[config.mk]
export PLATFORM = sky130hd
export DESIGN_NAME = multimode_shift_register
export DESIGN_NICKNAME = d
export VERILOG_FILES = /design/src/rtl/msr_pkg.sv /design/src/rtl/msr_next_state.sv /design/src/rtl/multimode_shift_register.sv
export SDC_FILE = /design/constraint.sdc
export NUM_CORES = 1
export LEC_CHECK = 0
export ABC_AREA = 1
export ABC_CLOCK_PERIOD_IN_PS = 1900
export CORE_ASPECT_RATIO = 0.6
export CORE_MARGIN = 2
export CORE_UTILIZATION = 45
export DETAILED_ROUTE_END_ITERATION = 16
export PLACE_DENSITY = 0.8
export SYNTH_ARGS = -nofsm -noshare
export SYNTH_HDL_FRONTEND = slang
export SYNTH_SLANG_ARGS = --single-unit
[constraint.sdc]
create_clock -name clk_signal -period 1.9 [get_ports clk_signal]
set_input_delay 0.38 -clock clk_signal [delete_from_list [all_inputs] [get_ports clk_signal]]
set_output_delay 0.38 -clock clk_signal [all_outputs]
set_load 0.02 [all_outputs]
[src/rtl/msr_pkg.sv]
// Shared definitions for the multimode shift register: mode encoding and its width.
package msr_pkg;

  localparam int MODE_W = 3;

  typedef enum logic [MODE_W-1:0] {
    MODE_HOLD  = 3'b000,
    MODE_LOAD  = 3'b001,
    MODE_SHL   = 3'b010,
    MODE_SHR   = 3'b011,
    MODE_ROL   = 3'b100,
    MODE_ROR   = 3'b101,
    MODE_CNTUP = 3'b110,
    MODE_CNTDN = 3'b111
  } msr_mode_e;

endpackage

[src/rtl/msr_next_state.sv]
// Combinational next-state and next-carry function for the multimode shift register.
module msr_next_state
  import msr_pkg::*;
#(
  parameter int WIDTH = 8
) (
  input  logic [WIDTH-1:0] i_q,
  input  logic             i_c,
  input  msr_mode_e        i_mode,
  input  logic [WIDTH-1:0] i_d,
  input  logic             i_serial,
  output logic [WIDTH-1:0] o_q,
  output logic             o_c
);

  localparam logic [WIDTH-1:0] ONE = WIDTH'(1);

  always_comb begin
    o_q = i_q;
    o_c = i_c;
    case (i_mode)
      MODE_HOLD: begin
        o_q = i_q;
        o_c = i_c;
      end
      MODE_LOAD: begin
        o_q = i_d;
        o_c = 1'b0;
      end
      MODE_SHL: begin
        o_q = {i_q[WIDTH-2:0], i_serial};
        o_c = i_q[WIDTH-1];
      end
      MODE_SHR: begin
        o_q = {i_serial, i_q[WIDTH-1:1]};
        o_c = i_q[0];
      end
      MODE_ROL: begin
        o_q = {i_q[WIDTH-2:0], i_q[WIDTH-1]};
        o_c = i_q[WIDTH-1];
      end
      MODE_ROR: begin
        o_q = {i_q[0], i_q[WIDTH-1:1]};
        o_c = i_q[0];
      end
      // Carry flags the wrap: leaving all-ones upward or zero downward.
      MODE_CNTUP: begin
        o_q = i_q + ONE;
        o_c = (i_q == {WIDTH{1'b1}});
      end
      MODE_CNTDN: begin
        o_q = i_q - ONE;
        o_c = (i_q == '0);
      end
      default: begin
        o_q = i_q;
        o_c = i_c;
      end
    endcase
  end

endmodule

[src/rtl/multimode_shift_register.sv]
// WIDTH-bit register with hold/load/shift/rotate/count modes, registered carry and status outputs.
module multimode_shift_register
  import msr_pkg::*;
#(
  parameter int          WIDTH       = 8,
  parameter logic [31:0] RESET_VALUE = 32'h0
) (
  input  logic              clk_signal,
  input  logic              reset_signal,
  input  logic              enable,
  input  logic              sync_clear,
  input  logic [MODE_W-1:0] mode_select,
  input  logic [WIDTH-1:0]  d_input,
  input  logic              serial_in,
  output logic [WIDTH-1:0]  q_output,
  output logic [WIDTH-1:0]  qb_output,
  output logic              carry_flag,
  output logic              zero_flag,
  output logic              msb_output,
  output logic              lsb_output
);

  localparam logic [WIDTH-1:0] RST_Q = RESET_VALUE[WIDTH-1:0];

  logic [WIDTH-1:0] r_q;
  logic             r_carry;
  logic [WIDTH-1:0] w_q_next;
  logic             w_c_next;

  msr_next_state #(
    .WIDTH(WIDTH)
  ) u_next (
    .i_q     (r_q),
    .i_c     (r_carry),
    .i_mode  (msr_mode_e'(mode_select)),
    .i_d     (d_input),
    .i_serial(serial_in),
    .o_q     (w_q_next),
    .o_c     (w_c_next)
  );

  // Priority: async reset, then sync clear, then enable, then the selected mode.
  always_ff @(posedge clk_signal or posedge reset_signal) begin
    if (reset_signal) begin
      r_q     <= RST_Q;
      r_carry <= 1'b0;
    end else if (sync_clear) begin
      r_q     <= RST_Q;
      r_carry <= 1'b0;
    end else if (enable) begin
      r_q     <= w_q_next;
      r_carry <= w_c_next;
    end
  end

  assign q_output   = r_q;
  assign qb_output  = ~r_q;
  assign carry_flag = r_carry;
  assign zero_flag  = (r_q == '0);
  assign msb_output = r_q[WIDTH-1];
  assign lsb_output = r_q[0];

endmodule

# After elaboration in Yosys (flattened, before gate mapping)
# Index checks and enable logic that the tools add are counted.
# op_classes
bitwise	1
reduce_logical	6
n_eq_ne	9
n_addsub	2
mux	6
# ops
cell	count
8-bit one-hot mux with 7 select lines	1
8-bit two-way mux	2
3-bit == test (second input constant)	4
8-bit by 1-bit adder with 8-bit output (second input constant)	1
8-bit == test (second input constant)	1
8-bit zero test	1
8-bit NOT	1
8-bit by 1-bit subtractor with 8-bit output (second input constant)	1
3-bit by 2-bit == test with 1-bit output (second input constant)	2
1-bit one-hot mux with 5 select lines	1
2-bit OR reduction	2
3-bit by 1-bit == test with 1-bit output (second input constant)	1
3-bit zero test	1
1-bit two-way mux	2
2-bit inequality test (second input constant)	1
2-bit AND reduction	1
2-bit nonzero test	1
# word_totals
out_inout_bits	20
register_bits	9
elab_cells	26
inputBits	16

# Longest topological paths before layout
# Gate-level depths: netlist of the first run.
# logic_depth
ltp_word	5
depth_mapped	18
depth_no_buf	17

# By module
# From an unflattened synthesis of the first run, not the netlist that was laid out.
# unflattened
hier_cells	217
hier_area_um2	1280.0
# by_module_without_submodules
mod	n_inst	area_per_inst_um2	cells_per_inst	seq_area_each_um2
msr_next_state	1	832.0	160	0.0
multimode_shift_register	1	447.9	57	225.2

# Worst setup path before layout of the first run
# No wires, ideal clock.
# synth_path
path_kind	reg-to-reg
from	register r_q[0], in the netlist q_output[0]
to	register r_carry, in the netlist carry_flag
required_ps	1835
synth_period_minus_slack_ps	1819
t_arrival_ps	1754
setup_ps	65
path_stages_with_launch	8
slack_ps	81
path_buffers	0
path_cell_list	dfrtp_1 -> inv_1 -> nand3_1 -> nor3_1 -> nand2_1 -> o211ai_1 -> nand3_1 -> nand2_1
# synth_via
elab_chain_len	4
word_cells_on_any_way	5
classes_between	eq/ne: 1; mux: 3; reduce/logical: 1
# synth_rtl
element	line	rtl
from (decl)	multimode_shift_register.sv:25	logic [WIDTH-1:0] r_q;
from (signal assigned)	multimode_shift_register.sv:51	r_q <= w_q_next;
8-bit zero test	n/a	
net zero_flag	multimode_shift_register.sv:18	output logic zero_flag,
1-bit one-hot mux with 5 select lines	msr_next_state.sv:21	case (i_mode)
1-bit two-way mux	multimode_shift_register.sv:50	end else if (enable) begin
1-bit two-way mux	multimode_shift_register.sv:47	end else if (sync_clear) begin
to (signal assigned)	multimode_shift_register.sv:52	r_carry <= w_c_next;
to (decl)	multimode_shift_register.sv:26	logic r_carry;
# The timed path passes the listed nets, and every way through them passes these cells. The select of a mux whose other input is x is not followed.
# A chain may end at the register's enable or synchronous reset.

# Worst setup path in the final report of the first run
# layout_path
from	register r_q[4], in the netlist q_output[4]
to	output zero_flag
# layout_via
elab_chain_len	1
# layout_rtl
element	line	rtl
8-bit zero test	multimode_shift_register.sv:59	assign zero_flag = (r_q == '0);
to (decl)	multimode_shift_register.sv:18	
# Every way passes these cells.

==> results of run 1 <==
-- routing by layer --
layer | vias to the layer above | wire length, µm
li1 | 727 | -
met1 | 684 | 1660
met2 | 118 | 1840
met3 | 22 | 456
met4 | 0 | 108
met5 | - | 0
-- state kept, by name, summed over array words and instances, names as in the netlist --
signal      cells
q_output        8
carry_flag      1
-- cells in the mapped netlist --
cell type	n
sky130_fd_sc_hd__o21ai_0	5
sky130_fd_sc_hd__inv_2	2
sky130_fd_sc_hd__o22ai_1	1
sky130_fd_sc_hd__ha_1	1
sky130_fd_sc_hd__o21ai_1	2
sky130_fd_sc_hd__o211ai_1	6
sky130_fd_sc_hd__inv_1	22
sky130_fd_sc_hd__clkinv_1	1
sky130_fd_sc_hd__o221ai_1	1
sky130_fd_sc_hd__nand2_1	60
sky130_fd_sc_hd__o21bai_2	1
sky130_fd_sc_hd__a221oi_1	5
sky130_fd_sc_hd__buf_2	1
sky130_fd_sc_hd__or2_1	1
sky130_fd_sc_hd__nand2_2	5
sky130_fd_sc_hd__nor2_4	1
sky130_fd_sc_hd__nor4_1	1
sky130_fd_sc_hd__nand3_1	16
sky130_fd_sc_hd__nor3_1	1
sky130_fd_sc_hd__nand3_4	1
sky130_fd_sc_hd__nor2_2	1
sky130_fd_sc_hd__buf_4	3
sky130_fd_sc_hd__a21oi_1	5
sky130_fd_sc_hd__xor2_1	1
sky130_fd_sc_hd__o21ai_2	1
sky130_fd_sc_hd__dfrtp_1	9
sky130_fd_sc_hd__nor2_1	16
sky130_fd_sc_hd__nand4_1	5
-- per-stage QoR --
stage	hold WS [ps]	TNS, ps	total power, mW	setup slack, ps	cell area, µm²
after floorplan	208	0	0.397	80.8	1030
after global placement	470	-1840	0.585	-288	1680
after detailed placement	478	-2370	0.593	-388	1680
after CTS	432	0	0.812	78.2	1720
after global routing	462	-1.29	0.870	-1.29	1740
final	421	0	0.827	66.0	1740
-- power by group through the flow --
stage               sequential (mW)  combinational (mW)  clock (mW)
floorplan                     0.235               0.162           0
global placement              0.213               0.371           0
detailed placement            0.214               0.379           0
CTS                           0.211               0.376       0.224
global route                  0.213               0.416       0.241
finish                        0.212               0.389       0.226
-- worst max-delay path by stage --
stage	end	cells past startpoint	startpoint	slack, ps
2_1_floorplan	carry_flag	7	q_output[0]	80
3_3_place_gp	q_output[2]	15	mode_select[2]	-290
3_5_place_dp	q_output[6]	17	mode_select[2]	-390
4_1_cts	qb_output[1]	2	q_output[1]	80
5_1_grt	q_output[6]	16	q_output[1]	-1
6_report	zero_flag	4	q_output[4]	70
-- cells by family after synthesis --
group / Yosys count / share of synthesized area [%]
AOI/OAI and AO/OA: 27 / 17.8
xor gates and xnor gates: 1 / 0.849
DFF: 9 / 21.8
adders and majority gates: 1 / 1.21
buffers and inverters: 29 / 11.8
and+or+nand+nor: 108 / 46.5
-- layout make-up --
type,count,share of cell area [%]
clock buffers,4,2.58
multi-input cells,137,39.9
well taps,30,2.15
repair buffers,74,37.0
inverters,25,5.38
flip-flops and latches,9,13.0
-- critical path, cell delays in order (launching register included) --
cell and delay [ps]:
sky130_fd_sc_hd__dfrtp_1 380, sky130_fd_sc_hd__inv_1 80, sky130_fd_sc_hd__nand4_1 150, sky130_fd_sc_hd__nor3_1 240, sky130_fd_sc_hd__dlygate4sd2_1 370
-- placed cells by master, fill, tap and decap left out, types with 2 or more instances in the layout --
master / instances
sky130_fd_sc_hd__a21oi_1: 5
sky130_fd_sc_hd__a221oi_1: 5
sky130_fd_sc_hd__buf_4: 38
sky130_fd_sc_hd__clkbuf_8: 3
sky130_fd_sc_hd__clkdlybuf4s15_1: 3
sky130_fd_sc_hd__clkdlybuf4s50_1: 31
sky130_fd_sc_hd__dfrtp_1: 8
sky130_fd_sc_hd__inv_1: 21
sky130_fd_sc_hd__inv_2: 3
sky130_fd_sc_hd__nand2_1: 58
sky130_fd_sc_hd__nand2_2: 7
sky130_fd_sc_hd__nand3_1: 15
sky130_fd_sc_hd__nand4_1: 5
sky130_fd_sc_hd__nor2_1: 16
sky130_fd_sc_hd__o211ai_1: 6
sky130_fd_sc_hd__o21ai_0: 5
sky130_fd_sc_hd__o21ai_1: 2
-- what timing repair did --
action                                  4_1_cts  5_1_grt
pin swaps                                     0        2
endpoints found under the setup margin        7        2
setup buffers                                 0        1
resized for setup                             4        9
==> implementation parameters, run 1 <==
Parameter                              Value

Run status
  Result of the run    completed

Clocking
  H-tree depth    1
  Root Buffer    sky130_fd_sc_hd__clkbuf_8
  Maximum clock insertion buffer count    2
  Clock-pin slew reported for the worst setup and hold paths after clock tree synthesis    50 ps
  Skew-Pair Late Insertion Delay    230 ps
  TritonCTS clock tree    yes
  Hold-fix buffers, CTS    0
  TritonCTS buffer count    3
  Count of clock tree sinks    9

Cells and area
  Core utilization of the finished layout    80.6%
  Number of standard cells in the final layout excluding fillers    279
  Signed area change from the synthesized netlist to the final layout    69.0%
  FILL cells    155
  Area taken by flip-flops and latches    226 µm²
  Number of antenna diodes    0
  Fraction of layout cells with a size suffix above 1    23.7%
  Area of the multi-input gates    696 µm²
  Net total in the final layout    267

Power
  Switching fraction of total power    36.1%
  Fraction of power consumed by combinational cells    47.0%
  Net Sw Power    0.298 mW
  Clock share of power    27.3%
  Seq pwr share    25.7%
  Maximum vdd ir drop    0.461 mV
  Power density of the placed cells    474 mW/mm²
  Reported leakage power    0.875 nW
  Cell Int Power    0.529 mW

Critical path
  Reg-to-reg setup timing slack    120 ps
  Worst R2R Path Depth    16
  Critical path launch point type    register
  Data required time at the worst endpoint    1520 ps
  Top fanout value on the critical path    2
  Reg-to-reg critical path startpoint    q_output[1]
  Worst path arrival time    1450 ps
  Worst setup EP type    output pin
  Critical path type    reg2out
  End of the worst register-to-register path    q_output[6]

Logic synthesis
  Share of synthesized area occupied by flip-flops and latches    21.8%
  Average cell area after synthesis    5.90 µm²
  Summed instance area of the synthesized netlist    0.00103 mm²
  Area share of the largest cell type after synthesis    21.8%
  Area leader, netlist    sky130_fd_sc_hd__dfrtp_1
  Number of register bits inferred by synthesis    9
  Post-Syn Instances    175
  Synthesized net count    192
  Number of distinct library cells after synthesis    28
  Top cells by area in the synthesized netlist    sky130_fd_sc_hd__dfrtp_1 22%, sky130_fd_sc_hd__nand2_1 22%, sky130_fd_sc_hd__inv_1 8.0%, sky130_fd_sc_hd__nand3_1 7.8%, sky130_fd_sc_hd__nor2_1 5.8%
  Yosys warning count    0

Hold path
  HP Class    in2async

Routing
  Final wirelength    4.07 mm
  Iteration count of the initial detailed-routing pass    4
  Via count    1,551
  DR iter-0 viols    185
  Count of antenna-violating nets left after detailed routing    0
  Drt wl/cell    14.6 µm
  Count of unresolved DRC violations after routing    0
  Via density    5.56

Global route
  Pin count of the biggest net entering global routing    10
  Met1 track demand over resource    39.6%
  GRT Overall Usage    31.9%
  Most congested layer reported by global routing    met2
  Antenna violations before repair    0
  Global-route wire length before repair    6.28 mm
  Vias in the first global route    1,434
  Met3 capacity usage during global routing    7.14%
  Global-route met2 utilization    57.1%
  Total overflow reported by the global router    0

STA
  Slew Viols, Final    0
  Final-report hold violation count    0
  Maximum clock skew at final layout    2.85 ps
  Final critical delay including setup and external delays    1830 ps
  Count of final setup violators    0
  Final clock period utilization by the worst path    96.5%
  Worst relative slew slack    72.3%
  Transition time at the pin with the least slew margin    416 ps
  Highest clock frequency the design can meet    545 MHz

Placement
  Hpwl dp    3.18 mm
  Number of port buffers    35
  Post-placement cell count    274
  Routability-driven placement congestion ratio    0.943

Job
  MaxCap Viol Count    0

Floorplanning
  Core area    0.00216 mm²
  Floorplan row count    13
  Die X    65.8 µm
  Die Y-Extent    41.1 µm
  Starting Density    47.7%
  Die Area    0.00271 mm²
  Ports placed on the boundary    36
(Power assumes the default switching activity.)
==> run 2, diff against run 1 <==
--- a/config.mk
+++ b/config.mk
@@ -10,6 +10,7 @@
 export CORE_ASPECT_RATIO = 0.6
 export CORE_MARGIN = 2
 export CORE_UTILIZATION = 45
+export CTS_CLUSTER_DIAMETER = 100
 export DETAILED_ROUTE_END_ITERATION = 16
 export PLACE_DENSITY = 0.8
 export SYNTH_ARGS = -nofsm -noshare
==> results of run 2 <==
The final DEF is identical to that of run 1; final timing and power are the same.
==> run 3, diff against run 2 <==
--- a/config.mk
+++ b/config.mk
@@ -7,6 +7,7 @@
 export LEC_CHECK = 0
 export ABC_AREA = 1
 export ABC_CLOCK_PERIOD_IN_PS = 1900
+export CAP_MARGIN = 20
 export CORE_ASPECT_RATIO = 0.6
 export CORE_MARGIN = 2
 export CORE_UTILIZATION = 45
==> results of run 3 <==
The final DEF is identical to that of run 1; final timing and power are the same.
